`src/rtl/div_arb_pkg.sv`:
```
// div_arb_pkg: FSM encoding, divider sizing, divide-by-zero saturation and round-robin helpers
package div_arb_pkg;
  localparam logic [1:0] IDLE = 2'd0;
  localparam logic [1:0] LOAD = 2'd1;
  localparam logic [1:0] BUSY = 2'd2;
  localparam logic [1:0] RESP = 2'd3;
  function automatic int ED_WIDTH(input int d);
    return 2 * d;
  endfunction
  // +/-(2^(w-1)-1) in 64 bits; callers keep the low w bits
  function automatic logic [63:0] dbz_sat(input int w, input logic neg);
    logic [63:0] m;
    m = (64'd1 << (w - 1)) - 64'd1;
    return neg ? -m : m;
  endfunction
  // first set bit of v scanning from last+1, wrapping modulo n; -1 when none
  function automatic int rr_next(input logic [31:0] v, input int last, input int n);
    int g;
    g = -1;
    for (int k = n; k >= 1; k--) if (v[5'((last + k) % n)]) g = (last + k) % n;
    return g;
  endfunction
endpackage

```
`src/rtl/div_arbiter_if.sv`:
```
// div_arbiter_if: requester-side request/response bundle of the shared divider
interface div_arbiter_if #(parameter int N_REQ = 4, parameter int D_WIDTH = 32, parameter int TAG_W = 4);
  logic [N_REQ-1:0] req_valid, req_ready, rsp_valid, rsp_ready;
  logic [N_REQ-1:0][D_WIDTH-1:0] req_dividend, req_divisor;
  logic [N_REQ-1:0][TAG_W-1:0] req_tag;
  logic [D_WIDTH-1:0] rsp_quotient;
  logic [TAG_W-1:0] rsp_tag;
  logic rsp_dbz;
  modport master(output req_valid, req_dividend, req_divisor, req_tag, rsp_ready,
                 input req_ready, rsp_valid, rsp_quotient, rsp_tag, rsp_dbz);
  modport slave(input req_valid, req_dividend, req_divisor, req_tag, rsp_ready,
                output req_ready, rsp_valid, rsp_quotient, rsp_tag, rsp_dbz);
endinterface

```
`src/rtl/div_core.sv`:
```
// div_core: signed fixed-point non-restoring divider, round half up, one quotient bit per cycle
module div_core import div_arb_pkg::*; #(
  parameter int D_WIDTH = 32,
  parameter int Q_BITS = 10
) (
  input  logic               clock,
  input  logic               reset,
  input  logic               start,
  input  logic [D_WIDTH-1:0] dividend,
  input  logic [D_WIDTH-1:0] divisor,
  output logic [D_WIDTH-1:0] quotient,
  output logic               done
);
  localparam int EW = ED_WIDTH(D_WIDTH);
  localparam int AW = D_WIDTH + 2;
  localparam int CW = $clog2(EW);
  logic [AW-1:0] acc, acc_sh, acc_dif, acc_nx;
  logic [EW-1:0] qr, q_nx, num;
  logic [D_WIDTH:0] am_s, bm_s, bm;
  logic [CW-1:0] cnt;
  logic neg, busy;
  // one extra bit so the most negative operand has a representable magnitude
  assign am_s = dividend[D_WIDTH-1] ? -{dividend[D_WIDTH-1], dividend} : {1'b0, dividend};
  assign bm_s = divisor[D_WIDTH-1] ? -{divisor[D_WIDTH-1], divisor} : {1'b0, divisor};
  assign num = (EW'(am_s) << Q_BITS) + EW'(bm_s >> 1);
  assign acc_sh = {acc[AW-2:0], qr[EW-1]};
  assign acc_dif = acc[AW-1] ? acc_sh + {1'b0, bm} : acc_sh - {1'b0, bm};
  assign q_nx = {qr[EW-2:0], ~acc_dif[AW-1]};
  assign acc_nx = (cnt == '0 && acc_dif[AW-1]) ? acc_dif + {1'b0, bm} : acc_dif;
  // done and quotient come straight from the last iteration so the caller sees them that cycle
  assign done = busy && cnt == '0;
  assign quotient = neg ? -q_nx[D_WIDTH-1:0] : q_nx[D_WIDTH-1:0];
  always_ff @(posedge clock or posedge reset)
    if (reset) begin
      busy <= 1'b0;
      cnt <= '0;
      acc <= '0;
      qr <= '0;
      bm <= '0;
      neg <= 1'b0;
    end else if (start) begin
      busy <= 1'b1;
      cnt <= CW'(EW - 1);
      acc <= '0;
      qr <= num;
      bm <= bm_s;
      neg <= dividend[D_WIDTH-1] ^ divisor[D_WIDTH-1];
    end else if (busy) begin
      acc <= acc_nx;
      qr <= q_nx;
      cnt <= cnt - 1'b1;
      busy <= cnt != '0;
    end
endmodule

```
`src/rtl/div_arbiter.sv`:
```
// div_arbiter: round-robin sharing of one iterative fixed-point divider among N_REQ requesters
module div_arbiter import div_arb_pkg::*; #(
  parameter int N_REQ = 4,
  parameter int D_WIDTH = 32,
  parameter int Q_BITS = 10,
  parameter int TAG_W = 4
) (
  input logic clock,
  input logic reset,
  div_arbiter_if.slave bus
);
  localparam int IW = N_REQ > 1 ? $clog2(N_REQ) : 1;
  logic [1:0] state;
  logic [IW-1:0] last, win, gi;
  logic [D_WIDTH-1:0] a_r, b_r, q_r, core_q;
  logic [TAG_W-1:0] tag_r;
  logic dbz_r, start, done;
  int g;
  always_comb g = rr_next(32'(bus.req_valid), int'(last), N_REQ);
  assign gi = IW'(g);
  assign start = state == LOAD;
  // grant is withheld during reset so nothing is accepted while the FSM is being cleared
  assign bus.req_ready = (state == IDLE && !reset && g >= 0) ? N_REQ'(1) << gi : '0;
  assign bus.rsp_valid = state == RESP ? N_REQ'(1) << win : '0;
  assign bus.rsp_quotient = q_r;
  assign bus.rsp_tag = tag_r;
  assign bus.rsp_dbz = dbz_r;
  div_core #(.D_WIDTH(D_WIDTH), .Q_BITS(Q_BITS)) u_core (
    .clock(clock), .reset(reset), .start(start), .dividend(a_r), .divisor(b_r),
    .quotient(core_q), .done(done)
  );
  always_ff @(posedge clock or posedge reset)
    if (reset) begin
      state <= IDLE;
      last <= IW'(N_REQ - 1);
      win <= '0;
      a_r <= '0;
      b_r <= '0;
      q_r <= '0;
      tag_r <= '0;
      dbz_r <= 1'b0;
    end else begin
      if (state == IDLE && g >= 0) begin
        a_r <= bus.req_dividend[gi];
        b_r <= bus.req_divisor[gi];
        tag_r <= bus.req_tag[gi];
        win <= gi;
        last <= gi;
        state <= LOAD;
      end
      if (state == LOAD) begin
        dbz_r <= b_r == '0;
        if (b_r == '0) q_r <= D_WIDTH'(dbz_sat(D_WIDTH, a_r[D_WIDTH-1]));
        state <= b_r == '0 ? RESP : BUSY;
      end
      if (state == BUSY && done) begin
        q_r <= core_q;
        state <= RESP;
      end
      if (state == RESP && bus.rsp_ready[win]) state <= IDLE;
    end
endmodule

```
`src/flat_wrapper.sv`:
```
// flat-port wrapper written by rule: the top's interface ports become plain ports
module div_arbiter_flat import div_arb_pkg::*;
#(
  parameter int N_REQ = 4,
  parameter int D_WIDTH = 32,
  parameter int Q_BITS = 10,
  parameter int TAG_W = 4
)
  (clock, reset, bus_req_valid, bus_req_dividend, bus_req_divisor, bus_req_tag, bus_rsp_ready, bus_req_ready, bus_rsp_valid, bus_rsp_quotient, bus_rsp_tag, bus_rsp_dbz);
  div_arbiter_if #(.N_REQ(N_REQ), .D_WIDTH(D_WIDTH), .TAG_W(TAG_W)) bus_i ();
  input logic clock;
  input logic reset;
  input wire logic [$bits(bus_i.req_valid)-1:0] bus_req_valid;
  input wire logic [$bits(bus_i.req_dividend)-1:0] bus_req_dividend;
  input wire logic [$bits(bus_i.req_divisor)-1:0] bus_req_divisor;
  input wire logic [$bits(bus_i.req_tag)-1:0] bus_req_tag;
  input wire logic [$bits(bus_i.rsp_ready)-1:0] bus_rsp_ready;
  output wire logic [$bits(bus_i.req_ready)-1:0] bus_req_ready;
  output wire logic [$bits(bus_i.rsp_valid)-1:0] bus_rsp_valid;
  output wire logic [$bits(bus_i.rsp_quotient)-1:0] bus_rsp_quotient;
  output wire logic [$bits(bus_i.rsp_tag)-1:0] bus_rsp_tag;
  output wire logic [$bits(bus_i.rsp_dbz)-1:0] bus_rsp_dbz;
  assign bus_i.req_valid = bus_req_valid;
  assign bus_i.req_dividend = bus_req_dividend;
  assign bus_i.req_divisor = bus_req_divisor;
  assign bus_i.req_tag = bus_req_tag;
  assign bus_i.rsp_ready = bus_rsp_ready;
  assign bus_req_ready = bus_i.req_ready;
  assign bus_rsp_valid = bus_i.rsp_valid;
  assign bus_rsp_quotient = bus_i.rsp_quotient;
  assign bus_rsp_tag = bus_i.rsp_tag;
  assign bus_rsp_dbz = bus_i.rsp_dbz;
  div_arbiter #(.N_REQ(N_REQ), .D_WIDTH(D_WIDTH), .Q_BITS(Q_BITS), .TAG_W(TAG_W)) u_core (.clock(clock), .reset(reset), .bus(bus_i));
endmodule
```
`config.mk`:
```
export PLATFORM = sky130hd
export DESIGN_NAME = div_arbiter_flat
export DESIGN_NICKNAME = d
export VERILOG_FILES = /design/src/rtl/div_arb_pkg.sv /design/src/rtl/div_arbiter_if.sv /design/src/rtl/div_core.sv /design/src/rtl/div_arbiter.sv /design/src/flat_wrapper.sv
export SDC_FILE = /design/constraint.sdc
export NUM_CORES = 1
export LEC_CHECK = 0
export CORE_UTILIZATION = 38
export CTS_BUF_LIST = sky130_fd_sc_hd__clkbuf_16
export DETAILED_ROUTE_END_ITERATION = 16
export GPL_ROUTABILITY_DRIVEN = 0
export GPL_TIMING_DRIVEN = 0
export PLACE_DENSITY_LB_ADDON = 0.12
export SYNTH_ARGS = -nofsm -noshare
export SYNTH_HDL_FRONTEND = slang
export SYNTH_HIERARCHICAL = 1
export SYNTH_SLANG_ARGS = --single-unit
```
`constraint.sdc`:
```
create_clock -name clock -period 7.9 [get_ports clock]
set_input_delay 0.79 -clock clock [delete_from_list [all_inputs] [get_ports clock]]
set_output_delay 0.79 -clock clock [all_outputs]
set_load 0.05 [all_outputs]
```
### Word level (Yosys, flattened, before mapping)

Cells that the tools add are included.

| storage, ports and cells | value |
|---|---|
| bits in read-only memories | 0 |
| bits in writable memories | 0 |
| memories | 0 |
| latch bits | 0 |
| input bits | 282 |
| register bits | 246 |

| operators by class | value |
|---|---|
| reduce and logical (&&, ||, !) cells | 21 |
| shift-type cells | 2 |
| $add $sub $neg | 12 |
| order comparisons | 7 |
| multiplexer cells | 48 |
| multiply operators | 0 |
| equal/unequal tests | 3 |
| div/mod/pow operators | 0 |
| bitwise operators | 6 |

Operators with widths:

| kind | number |
|---|---|
| $mux 32 | 11 |
| $mux 34 | 4 |
| $bmux 32 s2 | 2 |
| $mux 64 | 2 |
| $add 34x33->34 | 2 |
| $mux 33 | 2 |
| $neg 33->33 | 2 |
| $add 43x32->44 | 1 |
| $sub 34x33->34 | 1 |
| $ge 32x1->1 const B | 1 |
| $logic_not 32->1 | 1 |
| $neg 32->32 | 1 |
| $lt 3x7->1 const B | 4 |
| $bmux 1 s3 | 4 |
| $mux 1 | 12 |
| $mux 4 | 3 |
| $mux 6 | 2 |
| $bmux 4 s2 | 1 |
| $mux 2 | 4 |
| $reduce_or 2->1 | 4 |
| $shl 1x2->4 const A | 2 |
| $logic_and 1x1->1 | 7 |
| $logic_not 6->1 | 1 |
| $lt 2x3->1 const B | 2 |
| 15 further kinds | 23 |

### Longest topological paths before layout

| depth | value |
|---|---|
| depth after elaboration | 16 |
| gate-level depth with buffers | 28 |
| mapped depth without buffers | 27 |

### Modules after synthesis

Netlist, hierarchy kept.

By module, submodules not included:

| module | seq. area each (µm²) | cells an instance | times used | area each (µm²) |
|---|---|---|---|---|
| div_core | 3478.3 | 1577 | 1 | 13155.1 |
| div_arbiter | 2680.1 | 745 | 1 | 6269.8 |

### Worst setup path after synthesis

No wires, ideal clock.

| timing path | value |
|---|---|
| path type | reg-to-reg |
| from | reg u_core.u_core.bm[3] |
| to | reg u_core.u_core.acc[30] |
| cell stages (with the launch flop) | 25 |
| setup time | 94 ps |
| required time | 7806 ps |
| clock period less this slack | 5566 ps |
| path slack | 2334 ps |
| arrival time | 5473 ps |
| cells stage by stage | dfrtp_1 -> or4_1 -> nor2_1 -> nand3b_1 -> nor3_1 -> nor2_1 -> xor2_1 -> ha_1 -> clkbuf_1 -> and3_1 -> nand3_1 -> a2111oi_0 -> nor2_1 -> o21bai_1 -> a21oi_1 -> xnor2_1 -> ha_1 -> a21o_1 -> a21o_1 -> a21oi_1 -> o21ai_0 -> or3_1 -> o221a_2 -> o31a_1 -> a211oi_1 |

| on the way | value |
|---|---|
| cells in the longest elaborated chain, start to end | 6 |
| elaborated cells on any way between the ends | 8 |
| those cells by class | add/sub: 3; mux: 4; reduce/logical: 1 |

Ends and longest elaborated chain:

| what | RTL line | RTL |
|---|---|---|
| from (decl) | div_core.sv:19 | `logic [D_WIDTH:0] am_s, bm_s, bm;` |
| from (signal assigned) | div_core.sv:46 | `bm <= bm_s;` |
| $sub 34x33->34 / $add 34x33->34 (equally long branches) | div_core.sv:27 | `assign acc_dif = acc[AW-1] ? acc_sh + {1'b0, bm} : acc_sh - {1'b0, bm};` |
| $mux 34 | div_core.sv:27 |  |
| $add 34x33->34 / $logic_and 1x1->1 (equally long branches) | div_core.sv:29 | `assign acc_nx = (cnt == '0 && acc_dif[AW-1]) ? acc_dif + {1'b0, bm} : acc_dif;` |
| $mux 34 * | div_core.sv:29 |  |
| $mux 34 * | div_core.sv:48 | `end else if (busy) begin` |
| $mux 34 * | div_core.sv:41 | `end else if (start) begin` |
| to (signal assigned) | div_core.sv:49 | `acc <= acc_nx;` |
| to (decl) | div_core.sv:17 | `logic [AW-1:0] acc, acc_sh, acc_dif, acc_nx;` |

Every way passes the cells marked *; elsewhere a longest branch is shown, timed or not. The select of a mux whose other input is x is not followed.
A chain may end at the register's enable or synchronous reset.

### Final worst setup path

| timing path | value |
|---|---|
| from | reg u_core.u_core.bm[3] |
| to | reg u_core.u_core.acc[32] |

Same word-level chain as after synthesis.

==> run metrics <==
status=complete, no violations; Max Cap Violations=0; antenna-violating nets left=0; DR iter-0 viols=between 1,000 and 1,500; Port Buffers=approximately 330; CTS tree=done; Core Area=50,300 um2; Cells after Synth=about 2,300; Chip Width=228 um; Synth Cell Area=19,400 um2; clock slew at reported path FFs=about 60 ps; global-route wire length before repair=between 100,000 and 150,000 um; CP arrival=roughly 8000 ps; die area=~52,000 um2; synth warn=6; asr flop ratio synth=between 90% and 100%; CTS buffer count=29; worst min-delay path class=reg2reg; gr usage total=about a quarter; register area=a little over 6000 um2; total number of vias=~19,000; Post-Place Cells=around 3,300; antenna violations before repair=0; largest net degree at the start of global routing=81; post-CTS setup buffer count=0; final setup skew=~11 ps; CP most frequent cell=nor2_1; Top-Level Pins=between 300 and 400; Final Max Tran Viols=0; share of the synthesized area in the top cell type=around a third; area of the multi-input gates=12,400 um2; largest fanout on the critical path=7; met2 Use GR=a little under half; hold path depth=1; Post-Layout Cell Count=between 3,000 and 4,000; fin crit period=7360 ps; gr busiest metal=met2; Yosys cell types=79; fillcell total=between 4,000 and 5,000; 1st-pass router iterations=5; Slew Limit Headroom=16.6%; Resized cells post-CTS=0; grt met1 use=roughly 33%; Critical-path top delay cell=a2111oi_0; top cells by area, synth=dfrtp_1, nand2_1, xnor2_1; most common cell in the netlist=nand2_1; Hold Path End=u_core/bus.rsp_dbz$_DFFE_PP0P_; r2r startpoint=u_core/u_core/bm[3]$_DFFE_PP0P_; total grt overflow=0; number of synthesized flops with an enable pin=0; clk buf depth=3; post-DR vias/cell=approximately 5.6; Post-DP HPWL=about 57,000 um; Worst-Skew Late Latency=~570 ps; hold buffers post-CTS=0; Worst Path Buf+Inv=1; drt drc=0; Data required, critical path=just over 8000 ps; hold wc startpoint=u_core/bus.rsp_dbz$_DFFE_PP0P_; period utilization=about 93%; #FFs+latches synth=roughly 250; final hold viol count=0; Post-synth top cells=nand2_1, dfrtp_1, a21oi_1; maximum clock rate=between 100 and 150 MHz; reg-to-reg endpoint=u_core/u_core/acc[32]$_DFFE_PP0P_; WL/cell=between 20 and 25 um; r2r setup slk=~540 ps; post-synthesis sequential area ratio=31.7%; Die Y=roughly 230 um; Synth Area per Inst=approximately 8.4 um2; clk root buf=clkbuf_16; ant diodes=0; Critical Setup Path Class=reg2reg; depth of the worst register-to-register path=25; slowest stage delay, CP=around 960 ps; CTS sink cnt=between 200 and 250; Layout area overhead=26.3%; Setup crit start kind=flop; Cell Rows=82; utilization after layout=approximately 50%; H-tree depth=1; initial core utilization=slightly below 40%; Final nets=3,060; vias in the first global route=between 15,000 and 20,000; Yosys top cell by area=dfrtp_1; final setup TNS=0 ps; share of layout cells above drive strength 1=7.62%; measured slew at the worst slew-check pin=between 1000 and 1500 ps; count of final setup violators=0; final wirelength=between 70,000 and 80,000 um; ys flop type=dfrtp_1; Worst setup EP type=flop; cell family with most CP delay=compound AO/OA/AOI/OAI gates; met3 usage=4.23%; RSZ-0062 raised after global routing=false; Post-Synthesis Net Count=2,701
-- worst reg2reg max path, delay by kind of cell, from the launching register on --
| kind | cells | cell delay [ps] |
|---|---|---|
| AO/OA/AOI/OAI | 10 | 2590 |
| XOR/XNOR | 2 | 450 |
| adder cells (fa/ha/maj) | 2 | 650 |
| buffers and inverters | 1 | 260 |
| flip-flops | 1 | 450 |
| multiplexers | 1 | 220 |
| AND/OR/NAND/NOR | 9 | 2560 |
-- state kept, by name, summed over array words and instances, names as in the netlist --
register,count
u_core/a_r,32
u_core/b_r,32
u_core/bus.rsp_dbz,1
u_core/bus.rsp_quotient,32
u_core/bus.rsp_tag,4
u_core/last,2
u_core/state,2
u_core/u_core/acc,34
u_core/u_core/bm,33
u_core/u_core/busy,1
u_core/u_core/cnt,6
u_core/u_core/neg,1
u_core/u_core/qr,64
u_core/win,2
-- cell type report --
class,count,share of cell area [%]
buffer,129,2.42
clock buffer,29,2.96
clock inverter,23,0.913
inverter,63,0.994
multi-input combinational,1884,50.7
sequential,246,25.1
tap,672,3.43
timing repair buffer,328,13.5
-- placed cells by master, fill, tap and decap left out, types with 36 or more instances in the layout --
cell type / count
clkbuf_1: 68
a21o_1: 41
a211oi_1: 44
inv_1: 65
clkdlybuf4s50_1: 326
nor2_1: 153
xor2_1: 67
a21oi_1: 218
xnor2_1: 139
ha_1: 94
dfrtp_1: 244
o21ai_0: 102
nand2_1: 372
mux2i_1: 63
nand3_1: 36
a211o_1: 71
a21oi_2: 66
-- layer usage --
metal  part of all wire [%]  vias to the layer above
li1                       -                     9097
met1                     42                     9158
met2                     48                      662
met3                    6.0                      143
met4                    4.0                        0
met5                      0                        -
-- how the worst max path moves through the flow --
stage	start	endpoint	slack [ps]	cells after the start
CTS	u_core/u_core/bm[3]$_DFFE_PP0P_	u_core/u_core/acc[32]$_DFFE_PP0P_	670	25
global placement	u_core/u_core/bm[3]$_DFFE_PP0P_	u_core/u_core/acc[32]$_DFFE_PP0P_	810	25
detailed placement	u_core/u_core/bm[3]$_DFFE_PP0P_	u_core/u_core/acc[32]$_DFFE_PP0P_	730	25
floorplan	u_core/u_core/bm[3]$_DFFE_PP0P_	u_core/u_core/acc[30]$_DFFE_PP0P_	2330	24
finish	u_core/u_core/bm[3]$_DFFE_PP0P_	u_core/u_core/acc[32]$_DFFE_PP0P_	540	25
global route	u_core/u_core/bm[3]$_DFFE_PP0P_	u_core/u_core/acc[32]$_DFFE_PP0P_	130	25
-- cells by family after synthesis --
family | after synthesis | synth area share, %
other | 1 | 0.0193
AOI/OAI and AO/OA | 726 | 25.7
DFF | 246 | 31.7
and+or+nand+nor | 770 | 18.2
muxes | 84 | 4.52
adders and majority gates | 97 | 6.36
buffers and inverters | 192 | 4.27
xor gates and xnor gates | 206 | 9.29
-- stage by stage --
step	hold WS (ps)	instance area, um2	setup WS [ps]
3_3_place_gp	469	23500	806
5_1_grt	513	24500	128
6_report	489	24500	541
4_1_cts	495	24500	675
3_5_place_dp	478	23600	735
2_1_floorplan	457	19400	2330
Power is left out: the tool's default activity adds up to more than one toggle a clock period on the data nets, which glitch-free logic cannot reach.
